**config.mk**
```make
export PLATFORM = sky130hd
export DESIGN_NAME = keypad_scan_flat
export DESIGN_NICKNAME = d
export VERILOG_FILES = /design/src/rtl/keypad_scan_if.sv /design/src/rtl/keypad_scan.sv /design/src/flat_wrapper.sv
export SDC_FILE = /design/constraint.sdc
export NUM_CORES = 1
export LEC_CHECK = 0
export ABC_AREA = 1
export CORE_MARGIN = 2
export CORE_UTILIZATION = 60
export DETAILED_ROUTE_END_ITERATION = 7
export GPL_TIMING_DRIVEN = 1
export HOLD_SLACK_MARGIN = 0.15
export PLACE_DENSITY = 0.88
export SYNTH_ARGS = -nofsm -noshare
export SYNTH_HDL_FRONTEND = slang
export SYNTH_SLANG_ARGS = --single-unit
```
**constraint.sdc**
```tcl
create_clock -name clk -period 2.4 [get_ports clk]
set_clock_uncertainty 0.15 [all_clocks]
set_input_delay 0.48 -clock clk [delete_from_list [all_inputs] [get_ports clk]]
set_output_delay 0.48 -clock clk [all_outputs]
set_load 0.01 [all_outputs]
```
**src/rtl/keypad_scan_if.sv**
```systemverilog
// rtl/keypad_scan_if.sv - key event bundle from the keypad scanner to its consumer
interface keypad_scan_if;
    logic [3:0] key_code;
    logic       key_valid;
    logic       key_down;

    modport master (output key_code, key_valid, key_down);
    modport slave  (input  key_code, key_valid, key_down);
endinterface

```
**src/rtl/keypad_scan.sv**
```systemverilog
// rtl/keypad_scan.sv - 4x4 active-low matrix keypad scanner with press/release debounce
module keypad_scan #(
    parameter int SCAN_W     = 10,
    parameter int DEB_CYCLES = 500000,
    parameter int DEB_W      = 19
) (
    input  logic             clk,
    input  logic             reset,
    input  logic [3:0]       row,
    output logic [3:0]       col,
    keypad_scan_if.master    key
);
    localparam logic [1:0] SCAN     = 2'd0;
    localparam logic [1:0] DEBOUNCE = 2'd1;
    localparam logic [1:0] HELD     = 2'd2;
    localparam logic [1:0] RELEASE  = 2'd3;

    localparam logic [SCAN_W-1:0] DWELL_LAST = '1;
    localparam logic [DEB_W-1:0]  DEB_LAST   = DEB_W'(DEB_CYCLES - 1);

    logic [1:0]        state;
    logic [SCAN_W-1:0] dwell;
    logic [DEB_W-1:0]  deb;
    logic [1:0]        col_idx;
    logic [1:0]        row_idx;
    logic [3:0]        rs_meta;
    logic [3:0]        rs;
    logic [1:0]        low_row;
    logic              tracked_high;

    assign col          = ~(4'b0001 << col_idx);
    assign tracked_high = rs[row_idx];

    // Lowest-index low row wins when several rows share the driven column.
    always_comb begin
        low_row = 2'd3;
        if (!rs[0])      low_row = 2'd0;
        else if (!rs[1]) low_row = 2'd1;
        else if (!rs[2]) low_row = 2'd2;
    end

    always_ff @(posedge clk or posedge reset) begin
        if (reset) begin
            state         <= SCAN;
            dwell         <= '0;
            deb           <= '0;
            col_idx       <= 2'd0;
            row_idx       <= 2'd0;
            rs_meta       <= 4'hf;
            rs            <= 4'hf;
            key.key_code  <= 4'h0;
            key.key_valid <= 1'b0;
            key.key_down  <= 1'b0;
        end else begin
            rs_meta       <= row;
            rs            <= rs_meta;
            key.key_valid <= 1'b0;
            case (state)
                SCAN: begin
                    dwell <= dwell + 1'b1;
                    if (dwell == DWELL_LAST) begin
                        if (rs != 4'hf) begin
                            row_idx <= low_row;
                            deb     <= '0;
                            state   <= DEBOUNCE;
                        end else begin
                            col_idx <= col_idx + 1'b1;
                        end
                    end
                end
                DEBOUNCE: begin
                    if (tracked_high) begin
                        col_idx <= col_idx + 1'b1;
                        dwell   <= '0;
                        state   <= SCAN;
                    end else if (deb == DEB_LAST) begin
                        key.key_code  <= {row_idx, col_idx};
                        key.key_valid <= 1'b1;
                        key.key_down  <= 1'b1;
                        state         <= HELD;
                    end else begin
                        deb <= deb + 1'b1;
                    end
                end
                HELD: begin
                    if (tracked_high) begin
                        deb   <= '0;
                        state <= RELEASE;
                    end
                end
                RELEASE: begin
                    // A low sample is contact bounce; fall back without a new strobe.
                    if (!tracked_high) begin
                        state <= HELD;
                    end else if (deb == DEB_LAST) begin
                        key.key_down <= 1'b0;
                        col_idx      <= col_idx + 1'b1;
                        dwell        <= '0;
                        state        <= SCAN;
                    end else begin
                        deb <= deb + 1'b1;
                    end
                end
                default: state <= SCAN;
            endcase
        end
    end
endmodule

```
**src/flat_wrapper.sv**
```systemverilog
// flat-port wrapper written by rule: the top's interface ports become plain ports
module keypad_scan_flat 
#(
    parameter int SCAN_W     = 10,
    parameter int DEB_CYCLES = 500000,
    parameter int DEB_W      = 19
)
  (clk, reset, row, col, key_key_code, key_key_valid, key_key_down);
  keypad_scan_if key_i ();
  input  logic clk;
  input  logic reset;
  input  logic [3:0] row;
  output logic [3:0] col;
  output wire logic [$bits(key_i.key_code)-1:0] key_key_code;
  output wire logic [$bits(key_i.key_valid)-1:0] key_key_valid;
  output wire logic [$bits(key_i.key_down)-1:0] key_key_down;
  assign key_key_code = key_i.key_code;
  assign key_key_valid = key_i.key_valid;
  assign key_key_down = key_i.key_down;
  keypad_scan #(.SCAN_W(SCAN_W), .DEB_CYCLES(DEB_CYCLES), .DEB_W(DEB_W)) u_core (.clk(clk), .reset(reset), .row(row), .col(col), .key(key_i));
endmodule
```
==> flow_metrics.py <==
metrics = {
    "status": {
        "status": "completed",
    },
    "cells_and_area": {
        "drive_gt1_frac": 0.119,
        "post-route-util": 0.678,
        "layout_commonest_cell": "nand2_1",
        "layout_common_cells": "nand2_1, nor2_1, dfrtp_1, inv_1, nand3_1",
        "fillers": 395,
        "final_net_count": 424,
        "antenna_cells": 0,
        "areaGrowthSynthToFinish_pct": 9.62,
        "design_area_sq_um": 3180,
    },
    "global_routing": {
        "gr-usage-all-layers": 0.237,
        "grt_overflow_total": 0,
        "grt_pass1_vias": 2364,
        "grt_max_degree": 27,
        "grt_pass1_wl_um": 10000,
        "antenna_found_initial": 0,
    },
    "timing": {
        "maxSlewViolCount": 0,
        "fin_ws_ns": 0.151,
        "final_hold_viol_count": 0,
        "max_slew_margin": 0.639,
        "worstMarginPinSlew_ns": 0.540,
        "fin_tns_setup_ns": 0,
        "setup_viol": 0,
        "rsz0062_at_grt": "false",
        "fin_crit_sh": 0.937,
        "fin_crit_ns": 2.25,
        "max_freq_mhz": 445,
    },
    "power": {
        "p_leak_nw": 1.53,
        "powerDensity_nw_per_um2": 746,
        "ir_drop_uv": 450,
    },
    "placed_design": {
        "io_buffer_count": 15,
        "placed_area_sq_um": 3080,
        "place_congestion": 0.834,
        "preCtsSetupSlack_ns": 0.164,
        "place_hpwl_um": 4040,
    },
    "floorplanning": {
        "dieWidth_um": 73.5,
        "io_pins": 16,
        "chipHeight_um": 73.5,
        "start_util": 0.618,
        "dieArea_sq_um": 5410,
        "rows": 25,
        "core_area_sq_um": 4690,
    },
    "worst_setup_path": {
        "required_ns": 1.77,
        "rrSetupSlack_ns": 0.37,
        "startpoint_type": "flip-flop",
        "arrival_ns": 1.62,
        "cp-endpoint": "col[0]",
        "critPathCaptureType": "output pin",
        "worstPathMaxFanout": 4,
        "ff2ff_path_depth": 9,
        "worstSetupPathType": "flip-flop to output pin",
        "critical_path.startpoint": "u_core.col_idx[0]",
        "r2r-start": "u_core.dwell[0]",
        "reg2reg_to": "u_core.deb[7]",
    },
    "detailed_routing": {
        "routed_wl_um": 5660,
        "antenna_left": 0,
        "via_per_inst": 5.15,
        "dr.pass1.iters": 4,
        "drt_iter0_drc": 107,
        "routed-via-count": 2406,
        "post_drt_wl_per_cell_um": 12.1,
        "drc_errors": 0,
    },
    "clock_tree": {
        "clkLatencyLatePin_ns": 0.31,
        "tritoncts": "done",
        "cts_root_buffer": "clkbuf_8",
        "clk_path_buf_depth": 2,
        "cts_buffers": 5,
        "clkSinkCount": 49,
        "ctsHoldBuffers": 0,
        "htreeDepth": 2,
        "post_cts_resized": 0,
        "cts.clk_slew.worst_paths_ns": 0.11,
        "post_cts_buffers": 0,
    },
    "synthesis": {
        "synth_cell_type_count": 30,
        "ys_seq_area_frac": 0.426,
        "syn_area_per_cell_sq_um": 7.36,
        "synth-seq-cells": 49,
        "synth_ff_type": "dfrtp_1",
        "async_reset_ff_frac": 1.00,
        "synth_edf_count": 0,
        "synth_warnings": 0,
        "syn-num-nets": 406,
        "netlist_area_sq_um": 2900,
        "syn_inst": 394,
    },
    "min_path": {
        "hp-class": "flip-flop to flip-flop",
    },
    "job": {
        "cap_violations": 0,
    },
}
layer usage:
metal  GRT usage  wire length [um]
met5           0                 0
met4      0.0727                82
met3      0.0412               140
met2       0.411              2840
met1       0.301              2600
sequential cells by signal (all words and copies together), names as in the netlist, named ones only:
signal	cells
u_core.rs_meta	4
u_core.dwell	10
u_core.key.key_valid	1
u_core.state	1
u_core.key.key_down	1
u_core.deb	19
u_core.rs	4
u_core.row_idx	2
u_core.col_idx	2
u_core.key.key_code	4
worst min path at each step:
stage,endpoint,cells after the start,start
finish,u_core.rs[3],0,u_core.rs_meta[3]
floorplan,u_core.rs[0],0,u_core.rs_meta[0]
CTS,u_core.rs[1],0,u_core.rs_meta[1]
global placement,u_core.rs[0],0,u_core.rs_meta[0]
detailed placement,u_core.rs[1],0,u_core.rs_meta[1]
global route,u_core.rs[1],0,u_core.rs_meta[1]
critical path, stage by stage, from the launching register on:
cell             delay (ns)
dfrtp_1                0.42
inv_1                  0.11
ha_1                   0.20
inv_1                  0.05
clkdlybuf4s50_1        0.53
kinds of logic after synthesis:
logic type | after synthesis | share of synthesized area
compound gates | 16 | 0.0349
buf+inv | 44 | 0.0707
flops | 49 | 0.426
simple gates | 265 | 0.400
xor+xnor | 14 | 0.0423
fa+ha+maj | 6 | 0.0259
cells in the mapped netlist, drive strengths merged, types with 2 or more instances:
cell type | instances | area, sq um
dfrtp | 41 | 1030
xor2 | 12 | 105
xnor2 | 2 | 17.5
nand3 | 27 | 163
nor2 | 57 | 234
ha | 6 | 75.1
clkbuf | 2 | 7.51
and2 | 2 | 12.5
o21ai | 14 | 88.8
buf | 5 | 58.8
nand4 | 5 | 31.3
dfstp | 8 | 210
nand2 | 167 | 659
inv | 37 | 139
nor3 | 5 | 47.5
cell type report:
class / count / area, sq um / share of cell area
clock inverter: 2 / 17.5 / 0.00551
timing repair buffer: 18 / 173 / 0.0543
sequential: 49 / 1240 / 0.389
inverter: 37 / 139 / 0.0437
multi-input combinational: 301 / 1470 / 0.461
tap: 54 / 67.6 / 0.0212
clock buffer: 6 / 82.6 / 0.0260
power by group:
group / internal [W] / switching, W
clock network: 0.000240 / 0.000295
registers: 0.000916 / 0.000124
logic: 0.000261 / 0.000537
total: 0.00142 / 0.000957
through the flow:
step	power, W	cells	hold WS, ns
floorplan	0.00171	394	0.195
global placement	0.00182	459	0.196
detailed placement	0.00185	459	0.197
CTS	0.00238	467	0.211
global route	0.00254	467	0.212
finish	0.00237	467	0.209
Note: power is estimated with default switching activity, not from simulation.
